## src/rtl/top.sv

```systemverilog
// RGB colour-wheel PWM driver: three active-low LED channels cross-fade
// through six phases, one ramp step per PWM period.
module top #(
  parameter int PWM_INTERVAL = 1200
) (
  input  logic clk,
  input  logic rst_n,
  output logic RGB_R,
  output logic RGB_G,
  output logic RGB_B
);

  // state | meaning
  // PH_0  | R full, G ramps up,   B off
  // PH_1  | R ramps down, G full, B off
  // PH_2  | R off, G full,        B ramps up
  // PH_3  | R off, G ramps down,  B full
  // PH_4  | R ramps up, G off,    B full
  // PH_5  | R full, G off,        B ramps down
  typedef enum logic [2:0] {
    PH_0 = 3'd0,
    PH_1 = 3'd1,
    PH_2 = 3'd2,
    PH_3 = 3'd3,
    PH_4 = 3'd4,
    PH_5 = 3'd5
  } phase_t;

  localparam int CW = (PWM_INTERVAL > 1) ? $clog2(PWM_INTERVAL) : 1;
  localparam int DW = CW + 1;
  localparam logic [CW-1:0] LAST = CW'(PWM_INTERVAL - 1);
  localparam logic [DW-1:0] FULL = DW'(PWM_INTERVAL);
  localparam logic [DW-1:0] ZERO = '0;

  logic [CW-1:0] pwm_cnt;
  logic [CW-1:0] ramp;
  phase_t        phase;
  phase_t        phase_nxt;

  logic          period_end;
  logic          ramp_end;
  logic [DW-1:0] up;
  logic [DW-1:0] dn;
  logic [DW-1:0] duty_r;
  logic [DW-1:0] duty_g;
  logic [DW-1:0] duty_b;
  logic [DW-1:0] cnt_ext;

  assign period_end = (pwm_cnt == LAST);
  assign ramp_end   = (ramp == LAST);
  assign up         = {1'b0, ramp};
  assign dn         = FULL - DW'(1) - up;
  assign cnt_ext    = {1'b0, pwm_cnt};

  always_ff @(posedge clk or negedge rst_n) begin
    if (!rst_n) begin
      pwm_cnt <= '0;
      ramp    <= '0;
    end else begin
      pwm_cnt <= period_end ? '0 : pwm_cnt + CW'(1);
      if (period_end) begin
        ramp <= ramp_end ? '0 : ramp + CW'(1);
      end
    end
  end

  always_ff @(posedge clk or negedge rst_n) begin
    if (!rst_n) begin
      phase <= PH_0;
    end else begin
      phase <= phase_nxt;
    end
  end

  always_comb begin
    phase_nxt = phase;
    duty_r    = ZERO;
    duty_g    = ZERO;
    duty_b    = ZERO;
    unique case (phase)
      PH_0: begin duty_r = FULL; duty_g = up;   duty_b = ZERO; end
      PH_1: begin duty_r = dn;   duty_g = FULL; duty_b = ZERO; end
      PH_2: begin duty_r = ZERO; duty_g = FULL; duty_b = up;   end
      PH_3: begin duty_r = ZERO; duty_g = dn;   duty_b = FULL; end
      PH_4: begin duty_r = up;   duty_g = ZERO; duty_b = FULL; end
      PH_5: begin duty_r = FULL; duty_g = ZERO; duty_b = dn;   end
      default: ;
    endcase
    // Phase only moves on the last period of a full ramp.
    if (period_end && ramp_end) begin
      unique case (phase)
        PH_0:    phase_nxt = PH_1;
        PH_1:    phase_nxt = PH_2;
        PH_2:    phase_nxt = PH_3;
        PH_3:    phase_nxt = PH_4;
        PH_4:    phase_nxt = PH_5;
        default: phase_nxt = PH_0;
      endcase
    end
  end

  always_ff @(posedge clk or negedge rst_n) begin
    if (!rst_n) begin
      RGB_R <= 1'b1;
      RGB_G <= 1'b1;
      RGB_B <= 1'b1;
    end else begin
      RGB_R <= !(cnt_ext < duty_r);
      RGB_G <= !(cnt_ext < duty_g);
      RGB_B <= !(cnt_ext < duty_b);
    end
  end

endmodule

```

## config.mk

```make
export PLATFORM = sky130hd
export DESIGN_NAME = top
export DESIGN_NICKNAME = d
export VERILOG_FILES = /design/src/rtl/top.sv
export SDC_FILE = /design/constraint.sdc
export NUM_CORES = 1
export LEC_CHECK = 0
export ABC_AREA = 0
export BUFFER_PORTS_ARGS = -buffer_cell sky130_fd_sc_hd__buf_2
export CORE_MARGIN = 8
export CORE_UTILIZATION = 40
export CTS_CLUSTER_SIZE = 25
export DETAILED_ROUTE_END_ITERATION = 16
export MAX_ROUTING_LAYER = met4
export SLEW_MARGIN = 20
export SYNTH_ARGS = -nofsm -noshare
export SYNTH_HDL_FRONTEND = slang
export SYNTH_SLANG_ARGS = --single-unit
export TNS_END_PERCENT = 5
```

## constraint.sdc

```tcl
create_clock -name clk -period 3.8 [get_ports clk]
set_input_delay 0.76 -clock clk [delete_from_list [all_inputs] [get_ports clk]]
set_output_delay 0.76 -clock clk [all_outputs]
set_load 0.05 [all_outputs]
```

==> flow_metrics.py <==
metrics = {
    "critical_path": {
        "cp_max_fo": 24,
        "timing.reg2reg.worst_path_depth": 9,
        "cp.arrival_ns": 3.14,
        "critPathKind": "flop to flop",
        "cp-start-kind": "flop",
        "critPathMostFrequentCell": "nand2_1",
        "cpPeakStageDelay_ns": 0.78,
        "slowest_stage": "dfrtp_1",
        "r2r_start": "phase[0]$_DFFE_PN0P_",
        "required_ns": 4.02,
        "reg2reg_slack_ns": 0.88,
        "critPathLaunch": "phase[0]$_DFFE_PN0P_",
        "r2r-end": "RGB_G$_DFF_PN1_",
        "path_cells": "nand2_1 > or3_1 > mux2i_1 > a31oi_1 > ha_1 > a21o_1 > a221oi_1 > nand2_1 > o21a_1",
        "cp-end-kind": "flop",
    },
    "route": {
        "viasPerCell": 6.14,
        "num_vias": 2315,
        "drtPass1Iterations": 5,
        "antenna_left": 0,
        "wire_per_inst_um": 18.5,
        "routed_wl_um": 6980,
        "drtIter0Drc": 259,
        "route.detailed.drc": 0,
    },
    "global_route": {
        "grt_usage_pct": 15.4,
        "antenna_found_initial": 0,
        "grt_overflow": 0,
        "grt_pass1_wl_um": 11800,
        "grt_max_degree": 29,
        "grt_pass1_vias": 2207,
    },
    "synthesis": {
        "syn_inst": 311,
        "ys_types": 56,
        "syn_area_mm2": 0.00265,
        "synth_area_per_cell_um2": 8.53,
        "synth_edf_count": 0,
        "async_flop_share_pct": 100,
        "syn_nets": 348,
        "ys_seq_area_share_pct": 26.5,
        "ys_warn_count": 0,
        "synth-main-ff-cell": "dfrtp_1",
        "synth_seq_cells": 28,
    },
    "sta": {
        "fin_crit_sh_pct": 76.9,
        "max_freq_ghz": 0.342,
        "finalSetupViolations": 0,
        "worstMarginPinSlew_ns": 0.802,
        "hold_viol": 0,
        "finalCriticalPeriod_ns": 2.92,
        "post-route-worst-setup-slack_ns": 0.878,
        "rsz0062_at_grt": "false",
        "fin_tns_setup_ns": 0,
        "finalMaxSlewViolations": 0,
        "finalClockSkew_ns": 0.00346,
        "slew_headroom_pct": 46.4,
    },
    "clock_network": {
        "clk_pin_slew_ns": 0.10,
        "clockBufferDepth": 2,
        "clock-sinks": 28,
        "ctsResizeCount": 0,
        "insertion_delay_ns": 0.28,
        "cts_tree": "built",
        "cts_hold_buffers": 0,
        "cts_setup_buffers": 0,
        "ctsRootBufferMaster": "clkbuf_8",
        "cts_buffers": 3,
        "htreeDepth": 1,
    },
    "layout": {
        "fill_cells": 658,
        "syn_to_final_growth_pct": 3.35,
        "drive_above_1_share_pct": 5.67,
        "finalNetCount": 338,
        "final_cell_mix": "35 x ha_1, 30 x nand2_1, 27 x nor2_1, 25 x dfrtp_1, 20 x o21ai_0",
        "layout_commonest_cell": "ha_1",
        "diodes": 0,
    },
    "die": {
        "core_area_mm2": 0.00639,
        "die_area_mm2": 0.00950,
        "start_util_pct": 41.6,
        "dieHeight_um": 97.5,
        "rows": 29,
        "io_pins": 5,
        "chipWidth_um": 97.5,
    },
    "power_and_ir_drop": {
        "p_leak_nw": 1.18,
        "powerDensity_mw_per_mm2": 181,
        "ir_worst_vdd_mv": 0.121,
    },
    "placement": {
        "gp_congestion": 0.960,
        "detailedPlace.worstSlack_ns": 0.949,
        "numPortBuffers": 4,
        "dpl.hpwl_um": 5180,
    },
    "status": {
        "status": "finished, final reports clean",
    },
    "hold_path": {
        "hold_path.class": "primary input to async pin",
    },
    "flow_run": {
        "maxCapViolCount": 0,
    },
}
## Yosys cell counts (all sizes together), types with 2 or more instances
master   number  area share [%]
ha           35              17
nand2        30             4.2
nor2         27             3.8
dfrtp        25              24
o21ai        22             4.1
a21oi        15             2.8
clkbuf       15             2.1
nand4        11             3.2
nand3        10             1.9
xnor2        10             3.3
xor2          9             3.0
a21o          6             1.7
a22oi         6             1.7
nor4          6             1.4
and3          5             1.2
nand2b        5             1.2
a22o          4             1.3
buf           4            0.99
inv           4            0.57
mux2i         4             1.5
nor2b         4            0.94
nor3          4             1.4
o21a          4             1.1
a221oi        3            0.99
dfstp         3             3.0
o211ai        3            0.85
o221ai        3            0.99
o31ai         3            0.85
or2           3            0.71
a211oi        2            0.57
and4          2            0.75
mux2          2            0.85
o2111ai       2            0.66
o21bai        2            0.57
o2bb2ai       2            0.66
or3           2            0.47
or4           2            0.57
## cell families after synthesis
kind of cell	share of synthesized area [%]
xor gates and xnor gates	6.27
DFF	26.5
and+or+nand+nor	24.1
muxes	2.36
buffers and inverters	3.68
AOI/OAI and AO/OA	20.5
adders and majority gates	16.5
## critical path: cells and delay by family (launching register included)
kind                     cells  cell delay [ns]
AO/OA/AOI/OAI                4             0.81
AND/OR/NAND/NOR              3             0.79
flip-flops                   1             0.78
adder cells (fa/ha/maj)      1             0.33
multiplexers                 1             0.14
## area by class of cell
class	instances	area, µm²	share of cell area (%)
clock buffer	4	55.1	2.01
inverter	4	15.0	0.547
sequential	28	704	25.7
tap	77	96.3	3.51
multi-input combinational	260	1850	67.5
timing repair buffer	4	20.0	0.730
## state kept, by name (all words and copies together), names as in the netlist
signal,cells
RGB_G,1
ramp,11
RGB_R,1
RGB_B,1
phase,3
pwm_cnt,11
## through the flow
step | area (µm²) | util [%] | power [mW] | std cells | hold WS, ns
3_3_place_gp | 2690 | 42.1 | 0.310 | 373 | 0.625
6_report | 2740 | 42.9 | 0.496 | 377 | 0.489
4_1_cts | 2740 | 42.9 | 0.505 | 377 | 0.515
2_1_floorplan | 2650 | - | 0.304 | 311 | 0.464
5_1_grt | 2740 | 42.9 | 0.520 | 377 | 0.544
3_5_place_dp | 2690 | 42.1 | 0.310 | 373 | 0.628
## per-layer routing
metal  part of all wire, %  up-vias  track usage, %
met2                    46       60            23.1
met3                   4.1        8            1.92
met4                   1.6        0            4.78
met1                    49     1105            20.9
met5                     0        -               -
li1                      -     1142               -
## how the worst max path moves through the flow
stage	end	cells after the start
2_1_floorplan	RGB_R$_DFF_PN1_	10
3_3_place_gp	RGB_G$_DFF_PN1_	9
3_5_place_dp	RGB_G$_DFF_PN1_	9
4_1_cts	RGB_G$_DFF_PN1_	9
5_1_grt	RGB_G$_DFF_PN1_	9
6_report	RGB_G$_DFF_PN1_	9
## power breakdown
group	switching [mW]	internal, mW
Clock	0.0990	0.0930
Combinational	0.00577	0.000369
Sequential	0	0.298
Total	0.105	0.391
No activity file was read; power rests on OpenSTA's default activity.
